File: config.mk
export PLATFORM = sky130hd
export DESIGN_NAME = down_counter_flat
export DESIGN_NICKNAME = d
export VERILOG_FILES = /design/src/rtl/down_counter_if.sv /design/src/rtl/down_counter.sv /design/src/flat_wrapper.sv
export SDC_FILE = /design/constraint.sdc
export NUM_CORES = 1
export LEC_CHECK = 0
export ABC_AREA = 1
export BUFFER_PORTS_ARGS = -buffer_cell sky130_fd_sc_hd__clkbuf_2
export CORE_AREA = 2 2 42 44
export DETAILED_ROUTE_END_ITERATION = 8
export DIE_AREA = 0 0 44 46
export PLACE_DENSITY = 0.82
export SYNTH_ARGS = -nofsm -noshare
export SYNTH_HDL_FRONTEND = slang
export SYNTH_SLANG_ARGS = --single-unit
File: constraint.sdc
create_clock -name clk -period 1.8 [get_ports clk]
set_input_delay 0.27 -clock clk [delete_from_list [all_inputs] [get_ports clk]]
set_output_delay 0.27 -clock clk [all_outputs]
set_load 0.1 [all_outputs]
File: src/rtl/down_counter_if.sv
// Control/status bundle for down_counter: load/enable requests in, count/tc/busy out.
interface down_counter_if #(
  parameter int WIDTH = 8
);
  logic             load;
  logic [WIDTH-1:0] load_val;
  logic             en;
  logic [WIDTH-1:0] count;
  logic             tc;
  logic             busy;

  modport master (
    output load, load_val, en,
    input  count, tc, busy
  );

  modport slave (
    input  load, load_val, en,
    output count, tc, busy
  );
endinterface

File: src/rtl/down_counter.sv
// Loadable down counter with a registered one-cycle terminal-count pulse.
// Define DOWN_COUNTER_RELOAD_EN to auto-reload from the last loaded period instead of stopping at zero.
module down_counter #(
  parameter int WIDTH = 8
) (
  input  logic          clk,
  input  logic          rst,
  down_counter_if.slave bus
);

  typedef enum logic {IDLE, RUN} state_t;

  state_t           state_reg;
  logic [WIDTH-1:0] count_reg;
  logic             tc_reg;
  logic             busy_reg;
`ifdef DOWN_COUNTER_RELOAD_EN
  logic [WIDTH-1:0] period_reg;
`endif

  always_ff @(posedge clk) begin
    if (rst) begin
      state_reg  <= IDLE;
      count_reg  <= '0;
      tc_reg     <= 1'b0;
      busy_reg   <= 1'b0;
`ifdef DOWN_COUNTER_RELOAD_EN
      period_reg <= '0;
`endif
    end else begin
      tc_reg <= 1'b0;
      if (bus.load) begin
        // Load wins over any pending decrement, so a restart never emits tc.
        count_reg <= bus.load_val;
`ifdef DOWN_COUNTER_RELOAD_EN
        period_reg <= bus.load_val;
`endif
        if (bus.load_val != '0) begin
          state_reg <= RUN;
          busy_reg  <= 1'b1;
        end else begin
          state_reg <= IDLE;
          busy_reg  <= 1'b0;
        end
      end else begin
        case (state_reg)
          IDLE: begin
            state_reg <= IDLE;
          end
          RUN: begin
            if (bus.en) begin
              if (count_reg > WIDTH'(1)) begin
                count_reg <= count_reg - WIDTH'(1);
              end else begin
                // RUN only holds non-zero counts, so this is the count=1 terminal step.
                tc_reg <= 1'b1;
`ifdef DOWN_COUNTER_RELOAD_EN
                count_reg <= period_reg;
`else
                count_reg <= '0;
                state_reg <= IDLE;
                busy_reg  <= 1'b0;
`endif
              end
            end
          end
          default: begin
            state_reg <= IDLE;
            busy_reg  <= 1'b0;
          end
        endcase
      end
    end
  end

  assign bus.count = count_reg;
  assign bus.tc    = tc_reg;
  assign bus.busy  = busy_reg;

endmodule

File: src/flat_wrapper.sv
// flat-port wrapper written by rule: the top's interface ports become plain ports
module down_counter_flat 
#(
  parameter int WIDTH = 8
)
  (clk, rst, bus_load, bus_load_val, bus_en, bus_count, bus_tc, bus_busy);
  down_counter_if #(.WIDTH(WIDTH)) bus_i ();
  input  logic clk;
  input  logic rst;
  input wire logic [$bits(bus_i.load)-1:0] bus_load;
  input wire logic [$bits(bus_i.load_val)-1:0] bus_load_val;
  input wire logic [$bits(bus_i.en)-1:0] bus_en;
  output wire logic [$bits(bus_i.count)-1:0] bus_count;
  output wire logic [$bits(bus_i.tc)-1:0] bus_tc;
  output wire logic [$bits(bus_i.busy)-1:0] bus_busy;
  assign bus_i.load = bus_load;
  assign bus_i.load_val = bus_load_val;
  assign bus_i.en = bus_en;
  assign bus_count = bus_i.count;
  assign bus_tc = bus_i.tc;
  assign bus_busy = bus_i.busy;
  down_counter #(.WIDTH(WIDTH)) u_core (.clk(clk), .rst(rst), .bus(bus_i));
endmodule
After elaboration in Yosys (flattened, before gate mapping)
Index checks and enable logic that the tools add are counted.
{ "word_totals": {"reg_bits": 11, "elab_cells": 29, "output_inout_bits": 10, "in_bits": 12} }
{ "classes": {"magnitude_cmp": 1, "add_sub_neg": 1, "n_mux": 14, "bitwise_logic": 2, "eq_ne": 1, "reduce_logical": 6} }
{ "op_table": {"columns": ["operator", "count"], "rows": [
  ["two-way mux 8 bit", 4],
  ["two-way mux 1 bit", 9],
  ["greater-than comparator 8 x 1 -> 1 bit (second input constant)", 1],
  ["nonzero test 8 bit", 1],
  ["subtractor 8 x 1 -> 8 bit (second input constant)", 1],
  ["nonzero test 2 bit", 2],
  ["OR reduction 4 bit", 1],
  ["AND reduction 3 bit", 1],
  ["!= test 2 bit (second input constant)", 1],
  ["NOT 1 bit", 2],
  ["case mux 1 bit (2 select lines)", 1],
  ["AND reduction 2 bit", 1]
]} }

Logic depth before layout (Yosys ltp)
Gate-level depths: netlist of the first run.
{ "depth": {"word_depth": 5, "depth_mapped": 9, "depth_no_buf": 9} }

Worst setup path before layout of the first run
OpenSTA, ideal clock, no wires.
{ "synth_timing": {"path_kind": "register to register", "startpoint": "register u_core.count_reg[0], in the netlist u_core.bus.count[0]", "endpoint": "register u_core.count_reg[5], in the netlist u_core.bus.count[5]", "t_arrival_ns": 2.054, "setup_slack_ns": -0.324, "stages_incl_launch_ff": 10, "n_path_buf": 0, "required_ns": 1.730, "path_cell_list": "dfxtp_1 > inv_1 > ha_1 > inv_2 > nand2_1 > nand2_1 > nor2_1 > nor2_1 > nand4_1 > a21oi_1"} }
{ "synth_via": {"elab_chain_len": 5, "word_cells_on_any_way": 6, "classes_between": "add/sub: 1; order compare: 1; mux: 4"} }
{ "synth_lines": {"columns": ["element", "line", "rtl"], "rows": [
  ["start, declared", "down_counter.sv:14", "logic [WIDTH-1:0] count_reg;"],
  ["start signal, assigned", "down_counter.sv:34", "count_reg <= bus.load_val;"],
  ["start signal, assigned", "down_counter.sv:53", "count_reg <= count_reg - WIDTH'(1);"],
  ["subtractor 8 x 1 -> 8 bit / greater-than comparator 8 x 1 -> 1 bit (equally long branches)", "down_counter.sv:53, down_counter.sv:52", null],
  ["two-way mux 8 bit (*)", "down_counter.sv:52", "if (count_reg > WIDTH'(1)) begin"],
  ["two-way mux 8 bit (*)", "down_counter.sv:51", "if (bus.en) begin"],
  ["two-way mux 8 bit (*)", "down_counter.sv:46", "case (state_reg)"],
  ["two-way mux 8 bit (*)", "down_counter.sv:32", "if (bus.load) begin"]
]} }
Every way passes the cells marked *; elsewhere a longest branch is shown, timed or not. The select of a mux whose other input is x is not followed.
A chain may end at the register's enable or synchronous reset.

Final worst setup path of the first run
{ "layout_timing": {"startpoint": "register u_core.count_reg[0], in the netlist u_core.bus.count[0]", "endpoint": "register u_core.count_reg[0], in the netlist u_core.bus.count[0]"} }
Same word-level chain as after synthesis.

==> flow_summary.json, run 1 <==
{
  "synth.area.top_cells": "dfxtp_1 31%, nand2_1 13%, inv_1 11%",
  "chipWidth_um": 44,
  "r2r_end": "u_core.bus.count[0]",
  "synth.distinct_cells": 20,
  "setup_viol": 0,
  "outcome": "finished clean",
  "hold_path.class": "input pin to flip-flop",
  "rsz0062_at_grt": "false",
  "die_h_um": 46,
  "grt_pass1_vias": 659,
  "synth_edf_count": 0,
  "post-place-ws_ns": 0.3028,
  "grt_pass1_wl_um": 2822,
  "fin_crit_ns": 1.543,
  "slew_viol_final": 0,
  "die_area_mm2": 0.002024,
  "vias": 798,
  "worst_slack_ns": 0.2573,
  "worstMarginPinSlew_ns": 0.5409,
  "crit_type": "flip-flop to flip-flop",
  "yosysMostFrequentCell": "nand2_1",
  "clock_latency_ns": 0.27,
  "skew_ns": 0.002938,
  "core_area_mm2": 0.001614,
  "p_leak_nw": 0.4523,
  "worstHoldEndpoint": "u_core.bus.count[2]",
  "yosysTopAreaCell": "dfxtp_1",
  "place_congestion": 0.9291,
  "syn_avg_cell_area_um2": 6.202,
  "syn_nets": 130,
  "ys_seq_elements": 11,
  "maxCapViolations": 0,
  "period_share_pct": 85.71,
  "cts.hold.buffers_added": 0,
  "antenna_found_initial": 0,
  "drive_above_1_share_pct": 22.30,
  "routedWlPerCell_um": 11.36,
  "required_ns": 2.00,
  "synth_seq_area_share_pct": 30.61,
  "clk_pin_slew_worst_paths_ns": 0.07,
  "overflow": 0,
  "placement.io_buffers": 21,
  "start_util_pct": 44.57,
  "r2r_start": "u_core.bus.count[0]",
  "grt_usage_pct": 18.89,
  "slew_headroom_pct": 64.10,
  "dr.pass1.iters": 4,
  "cts_setup_buffers": 0,
  "post-place-cells": 152,
  "ios": 22,
  "synth.top_cell.area_share_pct": 30.61,
  "tns_ns": 0,
  "ctsResizeCount": 0,
  "cts-root-buf": "clkbuf_4",
  "cts.path.max_buffers": 2,
  "end_kind": "flip-flop",
  "drcViolationCount": 0,
  "hpwl_um": 1376,
  "hold_depth": 3,
  "dr.first_iter.drc_count": 27,
  "critPathLaunchType": "flip-flop",
  "cts_made_buffers": 3,
  "fin_cells": 156,
  "grt_max_degree": 13,
  "totalWireLength_um": 1772,
  "largest_reg_flops": 8,
  "peakVddDrop_uv": 437.5,
  "htree_levels": 1,
  "area_delta_synth_final_pct": 19.48,
  "ant_nets": 0,
  "p_per_area_mw_per_mm2": 917.2,
  "synth_common_cells": "25 x nand2_1, 22 x inv_1, 13 x nor2_1",
  "n_antenna_cell": 0,
  "crit_arrival_ns": 1.74,
  "fmax_mhz": 648.2,
  "row_count": 15,
  "r2r_slack_ns": 0.26,
  "path_max_fanout": 5,
  "cts_tree": "yes",
  "yosys_most_used_dff": "dfxtp_1",
  "cts_num_sinks": 11,
  "synth_area_um2": 719.4,
  "hold_path_startpoint": "bus_load_val[2]",
  "hold_violations": 0,
  "via_per_inst": 5.115,
  "netlist_instances": 116,
  "reg2reg_depth": 9,
  "layout.nets": 154,
  "ys_warn_count": 0,
  "ys_async_sr_fraction_pct": 0
}
[stage by stage]
stage / total power [mW] / area, um^2 / util [%] / hold WS [ns]
after floorplan: 0.5581 / 721.9 / - / 0.3489
after global placement: 0.6145 / 833.3 / 51.63 / 0.4515
after detailed placement: 0.6182 / 833.3 / 51.63 / 0.4598
after CTS: 0.7928 / 859.6 / 53.26 / 0.2414
after global routing: 0.8294 / 859.6 / 53.26 / 0.2398
final: 0.7884 / 859.6 / 53.26 / 0.2416
[layout make-up]
class | count | area [um^2]
well taps | 17 | 21.27
flip-flops and latches | 11 | 222.7
fillers | 178 | 754.5
multi-input cells | 79 | 391.6
inverters | 24 | 92.59
clock buffers | 4 | 26.28
repair buffers | 21 | 105.1
[how the worst max path moves through the flow]
stage,startpoint,endpoint,slack (ns)
CTS,u_core.bus.count[0],u_core.bus.count[0],0.28
global placement,u_core.bus.count[0],u_core.bus.count[1],0.38
detailed placement,u_core.bus.count[0],u_core.bus.count[0],0.30
floorplan,u_core.bus.count[0],u_core.bus.count[0],0.05
finish,u_core.bus.count[0],u_core.bus.count[0],0.26
global route,u_core.bus.count[0],u_core.bus.count[1],0.15
[worst max-delay path, cell delays in order (launching register included)]
cell     delay, ns
dfxtp_2       0.36
inv_1         0.09
ha_1          0.28
inv_2         0.08
nand2_1       0.05
nand2_1       0.07
o21ai_1       0.08
nor2_1        0.23
nand2_1       0.08
a21oi_1       0.14
[placed cells by master, fill, tap and decap left out, drive strengths merged]
cell type and instances:
nand2 27, a21oi 10, nand3 6, nor3 2
xor2 2, nor2 14, ha 2, o22ai 5
o21ai 6, clkbuf 25, nand4 5, inv 24
dfxtp 11
[routing by layer]
metal | vias to the layer above | wire length [um] | track usage (%)
li1 | 418 | - | -
met1 | 352 | 813 | 23.81
met2 | 26 | 823 | 32.65
met3 | 2 | 124 | 5.952
met4 | 0 | 10 | 1.818
met5 | - | 0 | 0
[report_power, final]
part	internal (mW)	switching [mW]	leakage [nW]
Combinational	0.0791	0.251	0.346
Clock	0.0859	0.0868	0.0150
Sequential	0.264	0.0221	0.0917
Total	0.428	0.360	0.452
[kinds of logic (layout without fill, tap and decap cells)]
family                   count (synthesis)  count (layout)  synth area share (%)
AO/OA/AOI/OAI                           21              21                 15.48
flip-flops                              11              11                 30.61
XOR/XNOR                                 2               2                 2.435
adder cells (fa/ha/maj)                  2               2                 3.478
buffers and inverters                   26              49                 14.96
AND/OR/NAND/NOR                         54              54                 33.05
Note: power is estimated with default switching activity, not from simulation.
==> run 2: changes to the inputs <==
- ABC_AREA: 1 -> not set
- CORE_AREA: 2 2 42 44 -> 2 2 41 43
- DIE_AREA: 0 0 44 46 -> 0 0 43 45
==> run 2 against run 1 <==
Effect of this change:
- first-iteration DRC count increased by 37%
- combinational power rose by 11%
- sequential power rose by 7.7%
- sequential share of layout area is 1.4 points higher
- wire length grew 2.2%
- sequential cell count unchanged
- via count fell by 11%
- hold slack improved by 0.016 ns
- non-clock buffer count increased by 3
- synthesized area decreased by 5.9%
- core utilization rose by 5.5 points
- cell count decreased by 25%
- critical path type unchanged
==> flow_summary.json, run 2 <==
{
  "p_int_uw": 464.8,
  "grt_pass1_wl_um": 2994,
  "htree_levels": 1,
  "period_share_pct": 96.57,
  "ys_async_sr_fraction_pct": 0,
  "ys_seq_elements": 11,
  "synth_seq_area_share_pct": 32.53,
  "area_delta_synth_final_pct": 27.73,
  "cts_num_sinks": 11,
  "required_ns": 2.00,
  "die_area_mm2": 0.001935,
  "crit_type": "flip-flop to flip-flop",
  "worstMarginPinSlew_ns": 0.5520,
  "final_util_pct": 58.76,
  "place_congestion": 0.8362,
  "p_seq_share_pct": 36.4,
  "synth_area_um2": 676.9,
  "cts.path.max_buffers": 2,
  "cts-root-buf": "clkbuf_4",
  "crit_arrival_ns": 1.94,
  "fin_cells": 117,
  "outcome": "finished clean",
  "slew_headroom_pct": 63.36,
  "p_per_area_mw_per_mm2": 977.2,
  "design_area_um2": 864.6,
  "hold_path.class": "input pin to flip-flop",
  "synth_common_cells": "11 x dfxtp_1, 8 x nand2_1, 7 x a21oi_1",
  "p_sw_uw": 380.0,
  "overflow": 0,
  "end_kind": "flip-flop",
  "p_leak_nw": 0.3623,
  "final_cell_mix": "21 x clkbuf_2, 8 x nand2_1, 7 x a21oi_1",
  "yosys_most_used_dff": "dfxtp_1",
  "synth_edf_count": 0,
  "syn_nets": 91,
  "slew_viol_final": 0,
  "maxCapViolations": 0,
  "power_frac_comb_pct": 43.2,
  "synth.distinct_cells": 28,
  "post-place-ws_ns": 0.04537,
  "placed_area_um2": 824.5,
  "drcViolationCount": 0,
  "yosysTopAreaCell": "dfxtp_1",
  "final_common_cell": "clkbuf_2",
  "critPathLaunchType": "flip-flop",
  "clkPwrFrac_pct": 20.4,
  "totalWireLength_um": 1811,
  "n_antenna_cell": 0,
  "grt_usage_pct": 21.20,
  "reg2reg_depth": 4,
  "drive_above_1_share_pct": 39.60,
  "clk_pin_slew_worst_paths_ns": 0.07,
  "clock_latency_ns": 0.28,
  "ys_warn_count": 0,
  "largest_reg_flops": 8,
  "ant_nets": 0,
  "die_h_um": 45,
  "row_count": 14,
  "cts_setup_buffers": 0,
  "post-place-cells": 113,
  "skew_ns": 0.004364,
  "grt_pass1_vias": 667,
  "dr.first_iter.drc_count": 37,
  "cts_made_buffers": 3,
  "rsz0062_at_grt": "false",
  "dr.pass1.iters": 4,
  "setup_viol": 0,
  "hold_depth": 3,
  "placement.io_buffers": 21,
  "netlist_instances": 77,
  "via_per_inst": 6.051,
  "fin_crit_ns": 1.738,
  "fmax_mhz": 575.3,
  "vias": 708,
  "chipWidth_um": 43,
  "p_sw_share_pct": 44.98,
  "synth.top_cell.area_share_pct": 32.53,
  "antenna_found_initial": 0,
  "hpwl_um": 1316,
  "ios": 22,
  "path_max_fanout": 7,
  "worst_slack_ns": 0.06179,
  "peakVddDrop_uv": 583.4,
  "hold_violations": 0,
  "tns_ns": 0,
  "layout.nets": 116,
  "cts_tree": "yes",
  "start_util_pct": 46.00,
  "yosysMostFrequentCell": "dfxtp_1",
  "synth.area.top_cells": "dfxtp_1 33%, a21oi_1 5.2%, a221oi_1 5.2%",
  "routedWlPerCell_um": 15.48,
  "syn_avg_cell_area_um2": 8.791,
  "grt_max_degree": 18,
  "core_area_mm2": 0.001471
}
run 2: layout make-up:
type	count	area (um^2)
Clock buffer	4	26.28
Fill cell	137	606.8
Inverter	3	11.26
Multi-Input combinational cell	59	442.9
Sequential cell	11	236.5
Tap cell	16	20.02
Timing Repair Buffer	24	127.6
run 2: stage by stage:
step | hold WS [ns] | power, mW
2_1_floorplan | 0.3342 | 0.5939
3_3_place_gp | 0.5174 | 0.6594
3_5_place_dp | 0.5317 | 0.6689
4_1_cts | 0.2542 | 0.8412
5_1_grt | 0.2679 | 0.8866
6_report | 0.2575 | 0.8449
run 2: routing by layer:
layer	vias to the layer above	wire, um	track usage, %
li1	343	-	-
met2	37	872	32.73
met3	4	135	6.800
met4	0	29	11.52
met5	-	0	0
met1	324	773	26.49
run 2: what timing repair did:
item / CTS / global route
hold buffers: 0 / 0
endpoints found under the setup margin: 0 / 3
resized for setup: 0 / 2
run 2: critical path: stages (launching register included):
cell and delay, ns:
dfxtp_4 0.37, or4_4 0.59, or3_1 0.37, a21o_1 0.19, a31oi_2 0.14
run 2: cell families (layout without fill, tap and decap cells):
group,after synthesis,count (layout),synth area share (%)
AO/OA/AOI/OAI,25,25,29.94
buffers and inverters,7,31,4.066
XOR/XNOR,5,5,6.469
AND/OR/NAND/NOR,27,27,23.29
adder cells (fa/ha/maj),2,2,3.696
flip-flops,11,11,32.53
run 2: final timing paths:
kind / start / endpoint / slack, ns
worst min-delay path: bus_load_val[3] / u_core.bus.count[3] / 0.26
worst max-delay path: u_core.bus.count[2] / u_core.bus.count[7] / 0.06
worst max register to register: u_core.bus.count[2] / u_core.bus.count[7] / 0.06
worst min register to register: u_core.state_reg / u_core.state_reg / 0.56
run 2: power by group through the flow:
stage	sequential (mW)	clock [mW]	combinational, mW
final	0.308	0.172	0.365
after global routing	0.312	0.187	0.387
after CTS	0.306	0.176	0.359
after detailed placement	0.312	0	0.357
after global placement	0.309	0	0.350
after floorplan	0.455	0	0.139
==> run 3: changes to the inputs <==
- CORE_AREA: 2 2 41 43 -> 2 2 40 42
- DIE_AREA: 0 0 43 45 -> 0 0 42 44
- PLACE_DENSITY: 0.82 -> 0.85
- clock period: 1.8 -> 2 ns (I/O delays scaled with it)
==> run 3 against run 2 <==
Effect of this change:
- via count grew 0.99%
- critical path type unchanged
- wire length decreased by 4.3%
- total power shrank 11%
- die area fell by 4.5%
- global-route usage fell by 0.31 points
- first-iteration DRC count down 43%
- clock skew decreased by 0.0035 ns
- sequential cell count unchanged
- hold slack better by 0.035 ns
- cell area decreased by 3.6%
- clock power fell by 7%
==> flow_summary.json, run 3 (synthesis results as in run 2) <==
{
  "grt_pass1_vias": 627,
  "vias": 715,
  "cts-root-buf": "clkbuf_4",
  "cts.hold.buffers_added": 0,
  "ant_nets": 0,
  "final_util_pct": 58.73,
  "cts.path.max_buffers": 2,
  "ctsResizeCount": 0,
  "required_ns": 2.16,
  "regArea_um2": 226.5,
  "tns_ns": 0,
  "nFillCells": 112,
  "path_max_fanout": 7,
  "die_area_mm2": 0.001848,
  "htree_levels": 1,
  "clk_pin_slew_worst_paths_ns": 0.07,
  "period_share_pct": 89.83,
  "multi_input_area_um2": 429.2,
  "r2r_slack_ns": 0.20,
  "setup_viol": 0,
  "placement.io_buffers": 21,
  "crit_type": "flip-flop to flip-flop",
  "r2r_start": "u_core.bus.count[2]",
  "hold_path.class": "input pin to flip-flop",
  "reg2reg_depth": 4,
  "grt_max_degree": 19,
  "via_per_inst": 6.164,
  "area_delta_synth_final_pct": 23.11,
  "hold_path_startpoint": "bus_load_val[3]",
  "final_common_cell": "clkbuf_2",
  "drive_above_1_share_pct": 36.00,
  "outcome": "finished clean",
  "row_count": 14,
  "hold_depth": 3,
  "hpwl_um": 1213,
  "place_congestion": 0.8069,
  "clock_latency_ns": 0.28,
  "chipWidth_um": 42,
  "rsz0062_at_grt": "false",
  "dr.pass1.iters": 5,
  "drcViolationCount": 0,
  "dr.first_iter.drc_count": 21,
  "r2r_end": "u_core.bus.count[1]",
  "cts_tree": "yes",
  "n_antenna_cell": 0,
  "start_util_pct": 47.71,
  "grt_usage_pct": 20.89,
  "final_cell_mix": "21 x clkbuf_2, 8 x nand2_1, 7 x a21oi_1, 6 x dfxtp_1, 5 x dfxtp_2",
  "totalWireLength_um": 1733,
  "routedWlPerCell_um": 14.94,
  "overflow": 0,
  "cts_made_buffers": 3,
  "maxCapViolations": 0,
  "p_per_area_mw_per_mm2": 903.5,
  "end_kind": "flip-flop",
  "fin_crit_ns": 1.797,
  "worstMarginPinSlew_ns": 0.5480,
  "crit_arrival_ns": 1.96,
  "fmax_mhz": 556.6,
  "hold_violations": 0,
  "peakVddDrop_uv": 388.2,
  "skew_ns": 0.0008515,
  "core_area_mm2": 0.001419,
  "largest_reg_flops": 8,
  "critPathLaunchType": "flip-flop",
  "cts_num_sinks": 11,
  "antenna_found_initial": 0,
  "worstHoldEndpoint": "u_core.bus.count[3]",
  "grt_pass1_wl_um": 2815,
  "ios": 22,
  "layout.nets": 115,
  "cts_setup_buffers": 0,
  "slew_headroom_pct": 63.62,
  "slew_viol_final": 0,
  "p_leak_nw": 0.3540,
  "die_h_um": 44
}
[run 3: report_power, final]
group / internal, mW / leakage (nW) / total [mW] / switching [mW]
Combinational: 0.0925 / 0.246 / 0.318 / 0.226
Clock: 0.0775 / 0.0150 / 0.160 / 0.0821
Sequential: 0.242 / 0.0926 / 0.275 / 0.0330
[run 3: stage by stage]
stage                     hold WS, ns  cells  area [um^2]  total power, mW  setup slack [ns]
final                          0.2928    116        833.3           0.7529            0.2033
after global routing           0.3008    116        833.3           0.7954            0.1216
after CTS                      0.2930    116        833.3           0.7525            0.2182
after detailed placement       0.5224    112        807.0           0.5926            0.2304
after global placement         0.5192    112        807.0           0.5880            0.2961
after floorplan                0.3642     77        683.2           0.5327           0.01112
[run 3: layout make-up]
cell class | instances | area share [%]
Multi-Input combinational cell | 59 | 51.50
Sequential cell | 11 | 27.18
Timing Repair Buffer | 23 | 14.41
Clock buffer | 4 | 3.153
Tap cell | 16 | 2.402
Inverter | 3 | 1.351
[run 3: critical path, stage by stage (launching register included)]
cell     delay [ns]
dfxtp_2        0.36
or4_4          0.58
o41ai_2        0.47
o21ai_0        0.14
nor2b_1        0.14
[run 3: metal layers]
layer	routed length (um)	up-vias	track usage (%)
met4	27	0	9.677
met1	690	333	23.35
met3	162	4	6.667
met5	0	-	0
li1	-	337	-
met2	853	41	36.25
[run 3: worst max-delay path by stage]
stage                                   start             endpoint  slack [ns]  depth (start not counted)
after detailed placement  u_core.bus.count[2]  u_core.bus.count[0]        0.23                          4
after CTS                 u_core.bus.count[2]  u_core.bus.count[1]        0.22                          4
after global routing      u_core.bus.count[2]  u_core.bus.count[1]        0.12                          4
final                     u_core.bus.count[2]  u_core.bus.count[1]        0.20                          4
after global placement    u_core.bus.count[2]  u_core.bus.count[1]        0.30                          4
after floorplan           u_core.bus.count[5]  u_core.bus.count[7]        0.01                          4
